===== src/rtl/output_drain_if.sv =====
// Handshake bundle between output_drain and its neighbours: output_fifo pop side,
// host result port, input_fifo recirculation side, and status counters.
interface output_drain_if #(
  parameter int VAL_W = 16,
  parameter int LT_W  = 16,
  parameter int CNT_W = 16
);
  logic                    of_empty;
  logic [VAL_W+LT_W-1:0]   of_data;
  logic                    of_de;
  logic                    host_valid;
  logic [VAL_W-1:0]        host_data;
  logic [LT_W-1:0]         host_lt;
  logic                    host_ready;
  logic                    if_full;
  logic                    if_en;
  logic [VAL_W+LT_W-1:0]   if_data;
  logic [CNT_W-1:0]        out_cnt;
  logic [CNT_W-1:0]        drop_cnt;
  logic                    busy;

  modport master (
    input  of_empty, of_data, host_ready, if_full,
    output of_de, host_valid, host_data, host_lt, if_en, if_data, out_cnt, drop_cnt, busy
  );

  modport slave (
    output of_empty, of_data, host_ready, if_full,
    input  of_de, host_valid, host_data, host_lt, if_en, if_data, out_cnt, drop_cnt, busy
  );
endinterface


===== src/rtl/output_drain.sv =====
// Drains output_fifo tokens to the host with optional ReLU and recirculates tokens that
// still have lifetime left back into input_fifo; counts emitted and dropped tokens.
module output_drain #(
  parameter int VAL_W     = 16,
  parameter int LT_W      = 16,
  parameter int ACT_MODE  = 1,
  parameter int RECIRC_EN = 1,
  parameter int CNT_W     = 16
) (
  input  logic                 clk,
  input  logic                 reset,
  output_drain_if.master       bus
);

  typedef enum logic [1:0] {
    IDLE   = 2'd0,
    EMIT   = 2'd1,
    RECIRC = 2'd2
  } state_t;

  state_t             r_state;
  state_t             w_next;
  logic [VAL_W-1:0]   r_val;
  logic [VAL_W-1:0]   r_act;
  logic [LT_W-1:0]    r_lt;
  logic [CNT_W-1:0]   r_out_cnt;
  logic [CNT_W-1:0]   r_drop_cnt;

  logic               w_pop;
  logic               w_push;
  logic               w_accept;
  logic [VAL_W-1:0]   w_in_val;
  logic [LT_W-1:0]    w_in_lt;
  logic [VAL_W-1:0]   w_in_act;
  logic               w_lt_gt1;

  assign w_in_val = bus.of_data[VAL_W+LT_W-1:LT_W];
  assign w_in_lt  = bus.of_data[LT_W-1:0];
  // Activation is computed once at pop time so host_data is a plain register output.
  assign w_in_act = (ACT_MODE != 0 && w_in_val[VAL_W-1]) ? '0 : w_in_val;
  assign w_lt_gt1 = (r_lt > LT_W'(1));

  always_comb begin
    w_next   = r_state;
    w_pop    = 1'b0;
    w_push   = 1'b0;
    w_accept = 1'b0;
    case (r_state)
      IDLE: begin
        w_pop = !bus.of_empty;
        if (w_pop && (w_in_lt != '0)) begin
          w_next = EMIT;
        end
      end
      EMIT: begin
        if (bus.host_ready) begin
          w_accept = 1'b1;
          w_next   = (RECIRC_EN != 0 && w_lt_gt1) ? RECIRC : IDLE;
        end
      end
      RECIRC: begin
        w_push = !bus.if_full;
        if (w_push) begin
          w_next = IDLE;
        end
      end
      default: w_next = IDLE;
    endcase
  end

  // Strobes are masked while reset is held so neither FIFO is touched during reset.
  assign bus.of_de = reset && w_pop;
  assign bus.if_en = reset && w_push;

  always_ff @(posedge clk) begin
    if (!reset) begin
      r_state    <= IDLE;
      r_val      <= '0;
      r_act      <= '0;
      r_lt       <= '0;
      r_out_cnt  <= '0;
      r_drop_cnt <= '0;
    end else begin
      r_state <= w_next;
      if (w_pop) begin
        r_val <= w_in_val;
        r_act <= w_in_act;
        r_lt  <= w_in_lt;
        if (w_in_lt == '0) begin
          r_drop_cnt <= r_drop_cnt + CNT_W'(1);
        end
      end
      if (w_accept) begin
        r_out_cnt <= r_out_cnt + CNT_W'(1);
      end
    end
  end

  assign bus.host_valid = (r_state == EMIT);
  assign bus.host_data  = r_act;
  assign bus.host_lt    = r_lt;
  assign bus.if_data    = {r_val, r_lt - LT_W'(1)};
  assign bus.out_cnt    = r_out_cnt;
  assign bus.drop_cnt   = r_drop_cnt;
  assign bus.busy       = (r_state != IDLE);

endmodule


===== src/flat_wrapper.sv =====
// flat-port wrapper written by rule: the top's interface ports become plain ports
module output_drain_flat 
#(
  parameter int VAL_W     = 16,
  parameter int LT_W      = 16,
  parameter int ACT_MODE  = 1,
  parameter int RECIRC_EN = 1,
  parameter int CNT_W     = 16
)
  (clk, reset, bus_of_empty, bus_of_data, bus_host_ready, bus_if_full, bus_of_de, bus_host_valid, bus_host_data, bus_host_lt, bus_if_en, bus_if_data, bus_out_cnt, bus_drop_cnt, bus_busy);
  output_drain_if #(.VAL_W(VAL_W), .LT_W(LT_W), .CNT_W(CNT_W)) bus_i ();
  input  logic clk;
  input  logic reset;
  input wire logic [$bits(bus_i.of_empty)-1:0] bus_of_empty;
  input wire logic [$bits(bus_i.of_data)-1:0] bus_of_data;
  input wire logic [$bits(bus_i.host_ready)-1:0] bus_host_ready;
  input wire logic [$bits(bus_i.if_full)-1:0] bus_if_full;
  output wire logic [$bits(bus_i.of_de)-1:0] bus_of_de;
  output wire logic [$bits(bus_i.host_valid)-1:0] bus_host_valid;
  output wire logic [$bits(bus_i.host_data)-1:0] bus_host_data;
  output wire logic [$bits(bus_i.host_lt)-1:0] bus_host_lt;
  output wire logic [$bits(bus_i.if_en)-1:0] bus_if_en;
  output wire logic [$bits(bus_i.if_data)-1:0] bus_if_data;
  output wire logic [$bits(bus_i.out_cnt)-1:0] bus_out_cnt;
  output wire logic [$bits(bus_i.drop_cnt)-1:0] bus_drop_cnt;
  output wire logic [$bits(bus_i.busy)-1:0] bus_busy;
  assign bus_i.of_empty = bus_of_empty;
  assign bus_i.of_data = bus_of_data;
  assign bus_i.host_ready = bus_host_ready;
  assign bus_i.if_full = bus_if_full;
  assign bus_of_de = bus_i.of_de;
  assign bus_host_valid = bus_i.host_valid;
  assign bus_host_data = bus_i.host_data;
  assign bus_host_lt = bus_i.host_lt;
  assign bus_if_en = bus_i.if_en;
  assign bus_if_data = bus_i.if_data;
  assign bus_out_cnt = bus_i.out_cnt;
  assign bus_drop_cnt = bus_i.drop_cnt;
  assign bus_busy = bus_i.busy;
  output_drain #(.VAL_W(VAL_W), .LT_W(LT_W), .ACT_MODE(ACT_MODE), .RECIRC_EN(RECIRC_EN), .CNT_W(CNT_W)) u_core (.clk(clk), .reset(reset), .bus(bus_i));
endmodule

===== config.mk =====
export PLATFORM = sky130hd
export DESIGN_NAME = output_drain_flat
export DESIGN_NICKNAME = d
export VERILOG_FILES = /design/src/rtl/output_drain_if.sv /design/src/rtl/output_drain.sv /design/src/flat_wrapper.sv
export SDC_FILE = /design/constraint.sdc
export NUM_CORES = 1
export LEC_CHECK = 0
export BUFFER_PORTS_ARGS = -buffer_cell sky130_fd_sc_hd__buf_2
export CORE_MARGIN = 1
export CORE_UTILIZATION = 35
export DETAILED_ROUTE_END_ITERATION = 6
export RECOVER_POWER = 100
export SYNTH_ARGS = -nofsm -noshare
export SYNTH_HDL_FRONTEND = slang
export SYNTH_SLANG_ARGS = --single-unit

===== constraint.sdc =====
create_clock -name clk -period 3.17 [get_ports clk]
set_input_delay 0.317 -clock clk [delete_from_list [all_inputs] [get_ports clk]]
set_output_delay 0.317 -clock clk [all_outputs]
set_load 0.03 [all_outputs]

==> flow_metrics.py <==
metrics = {
    "critical_path": {
        "critPathKind": "reg2out",
        "critPathSlowestCell": "sky130_fd_sc_hd__nor4_1",
        "timing.critical_path.mode_cell": "sky130_fd_sc_hd__nor4_1",
        "crit_buf_inv": 1,
        "required_time_of_the_worst_setup_path_ps": 2850,
        "setup.worst_path.start_class": "flop",
        "critPathArrivalTime_ps": 2340,
        "critical-path-max-stage-delay_ps": 470,
        "critical_path_peak_fanout": 7,
        "critical_path.endpoint_type": "output pin",
        "worst_path_cell_chain": "nor4_1 > nand4_1 > nor4_1 > xor2_1 > clkbuf_1",
        "path_delay_family": "simple AND/OR/NAND/NOR gates",
    },
    "layout": {
        "mostFrequentLayoutCell": "sky130_fd_sc_hd__nand2_1",
        "mostFrequentLayoutCells": "sky130_fd_sc_hd__nand2_1, sky130_fd_sc_hd__clkbuf_1, sky130_fd_sc_hd__dfxtp_1",
        "final_core_density_pct": 43.62,
        "drive_gt1_share_pct": 10.38,
        "synthToLayoutAreaGrowth_pct": 21.45,
        "diodes": 0,
        "finalNetCount": 614,
    },
    "die": {
        "die_h_microns": 104.5,
        "rows": 37,
        "die_outline_area_sq_mm": 0.01091,
        "ioPinCount": 137,
        "floorplan.initialDensity_pct": 35.92,
        "die_w_microns": 104.5,
        "core_sq_mm": 0.01023,
    },
    "pwr": {
        "worst_ir_drop_vdd_uv": 238.2,
        "fin_total_pwr_mw": 2.237,
        "leakage_nw": 1.591,
        "power.density_cell_area_mw_per_mm2": 501.3,
    },
    "global_routing": {
        "first_pass_grt_wire_length_mm": 15.80,
        "grt_antenna_before_repair": 0,
        "global_route.overflow_total": 0,
        "grt_pass1_vias": 3266,
        "pin_count_of_the_biggest_net_entering_global_routing": 49,
        "grt_util_overall_pct": 17.75,
    },
    "drt": {
        "drt-wirelength-per-cell_microns": 13.46,
        "drt-initial-drc-count": 148,
        "drt_first_pass_iters": 4,
        "drt_wl_total_mm": 9.608,
        "route.detailed.vias_per_inst": 5.011,
        "route.vias.total": 3578,
        "drc": 0,
        "route.antenna.remaining_nets": 0,
    },
    "placed_design": {
        "gp_routability_congestion": 0.8186,
        "dp.final_hpwl_mm": 6.894,
        "dpl_worst_slack_ps": 992.8,
        "port_buffers": 135,
    },
    "synthesis": {
        "ys_seq_elements": 81,
        "syn_avg_cell_area_sq_um": 8.148,
        "synth_cells": 451,
        "yosys_most_used_dff": "sky130_fd_sc_hd__dfxtp_1",
        "synth_enable_flop_cells": 0,
        "ys_warns": 0,
        "yosys.cell_types.count": 40,
        "synth.net_count": 492,
        "postSynth.asyncResetShare_pct": 0,
        "syn-cell-area_sq_mm": 0.003675,
        "yosysSeqAreaShare_pct": 44.13,
    },
    "clocking": {
        "postCtsResizedCells": 0,
        "clock-root-buffer": "sky130_fd_sc_hd__clkbuf_8",
        "cts_post_setup_buffers_inserted": 0,
        "insertion_delay_ps": 340,
        "clock_sinks": 81,
        "tritoncts": "done",
        "cts_max_path_buffers": 2,
        "htreeDepth": 3,
        "cts_inserted_buffers": 9,
        "cts.clk_slew.worst_paths_ps": 90,
        "post_cts_hold_buffer_count": 0,
    },
    "timing": {
        "max_slew_margin_pct": -35.36,
        "final_period_minus_worst_setup_slack_ps": 2656,
        "fmax_ghz": 0.3765,
        "grt_setup_unrepaired": "false",
        "fin_setup_tns_ps": 0,
        "timing.hold.ws_ps": 220.5,
        "worst-slew-pin-transition_ps": 2030,
        "timing_max_transition_violations_final": 47,
        "setup-violations-final": 0,
        "final.period_utilization_pct": 83.79,
        "final.setup_skew_ps": 12.38,
        "timing_hold_violations_final": 0,
        "worst_slack_ps": 514.0,
    },
    "run_status": {
        "status": "finished with violations",
        "violations": "max-capacitance violations, max-slew violations",
    },
    "run": {
        "timing.max_cap.violations": 1,
    },
    "worst_hold_path": {
        "timing.hold.worst.class": "in2reg",
    },
}
-- synth_stat cells (3+ instances only) --
master | n | area (sq um)
sky130_fd_sc_hd__ha_1 | 4 | 50.05
sky130_fd_sc_hd__inv_1 | 9 | 33.78
sky130_fd_sc_hd__nand4_1 | 7 | 43.79
sky130_fd_sc_hd__or4_1 | 11 | 82.58
sky130_fd_sc_hd__nor4b_1 | 3 | 26.28
sky130_fd_sc_hd__nand2b_1 | 8 | 50.05
sky130_fd_sc_hd__nand3b_1 | 17 | 127.6
sky130_fd_sc_hd__mux2i_1 | 4 | 40.04
sky130_fd_sc_hd__nand3_1 | 10 | 50.05
sky130_fd_sc_hd__xor2_1 | 13 | 113.9
sky130_fd_sc_hd__and3_1 | 6 | 37.54
sky130_fd_sc_hd__nor2b_1 | 3 | 18.77
sky130_fd_sc_hd__dfxtp_1 | 81 | 1622
sky130_fd_sc_hd__and4_1 | 4 | 35.03
sky130_fd_sc_hd__nor2_1 | 15 | 56.30
sky130_fd_sc_hd__o31ai_1 | 11 | 82.58
sky130_fd_sc_hd__o41ai_1 | 5 | 43.79
sky130_fd_sc_hd__or3_1 | 5 | 31.28
sky130_fd_sc_hd__xnor2_1 | 7 | 61.31
sky130_fd_sc_hd__nor4_1 | 10 | 62.56
sky130_fd_sc_hd__buf_2 | 4 | 20.02
sky130_fd_sc_hd__nor3_1 | 3 | 15.01
sky130_fd_sc_hd__o21ai_0 | 5 | 25.02
sky130_fd_sc_hd__a21oi_1 | 65 | 325.3
sky130_fd_sc_hd__clkbuf_1 | 21 | 78.83
sky130_fd_sc_hd__o311ai_0 | 4 | 35.03
sky130_fd_sc_hd__nand2_1 | 101 | 379.1
-- where the power goes --
| group | internal [mW] | switching (mW) |
|---|---|---|
| clock | 0.292 | 0.390 |
| combinational | 0.120 | 0.346 |
| sequential | 1.05 | 0.0350 |
| total | 1.47 | 0.771 |
-- kinds of logic (layout without fill, tap and decap cells) --
kind of cell / Yosys count / count (layout) / synth area share [%]
muxes: 4 / 4 / 1.090
other: 1 / 1 / 0.1020
and+or+nand+nor: 212 / 212 / 30.17
xor gates and xnor gates: 20 / 20 / 4.767
adders and majority gates: 4 / 4 / 1.362
DFF: 81 / 81 / 44.13
AOI/OAI and AO/OA: 92 / 92 / 14.37
buffers and inverters: 37 / 164 / 4.018
-- registers in the layout, indices dropped and copies added, names as in the netlist --
| name | cells |
|---|---|
| u_core.r_state | 2 |
| u_core.bus.drop_cnt | 16 |
| u_core.bus.host_data | 15 |
| u_core.bus.out_cnt | 16 |
| u_core.r_val | 16 |
| u_core.bus.host_lt | 16 |
-- path summary, 6_finish.rpt --
kind                                               from                       to  slack [ps]  depth (start not counted)
worst max-delay path              u_core.bus.host_lt[4]          bus_if_data[11]         510                          5
worst min-delay path                    bus_of_data[30]         u_core.r_val[14]         220                          3
worst max register to register        u_core.r_state[1]  u_core.bus.host_data[8]        1010                          4
worst min register to register  u_core.bus.host_data[7]  u_core.bus.host_data[7]         460                          2
-- area by class of cell --
type                       instances  area (sq um)
multi-input combinational        333          1888
tap                              136         170.2
clock inverter                     7         52.55
sequential                        81          1622
fill                            1127          5768
inverter                           9         33.78
clock buffer                       9         123.9
timing repair buffer             139         573.1
-- worst reg2reg max path, cell delays in order (launching register included) --
cell                       delay, ps
sky130_fd_sc_hd__dfxtp_1         380
sky130_fd_sc_hd__nor3_1          520
sky130_fd_sc_hd__clkbuf_2        810
sky130_fd_sc_hd__nand3b_1        180
sky130_fd_sc_hd__a21oi_1         190
-- through the flow --
step | std cells | instance area [sq um]
after global routing | 714 | 4463
after CTS | 714 | 4613
after floorplan | 451 | 3675
after global placement | 698 | 4437
final | 714 | 4463
after detailed placement | 698 | 4437
-- metal layers --
| metal | vias up | track usage, % | part of all wire (%) |
|---|---|---|---|
| li1 | 1827 | - | - |
| met2 | 81 | 29.09 | 49 |
| met3 | 6 | 4.073 | 4.2 |
| met5 | - | 0 | 0 |
| met4 | 0 | 6.224 | 1.1 |
| met1 | 1664 | 22.77 | 46 |
(Power assumes the default switching activity.)
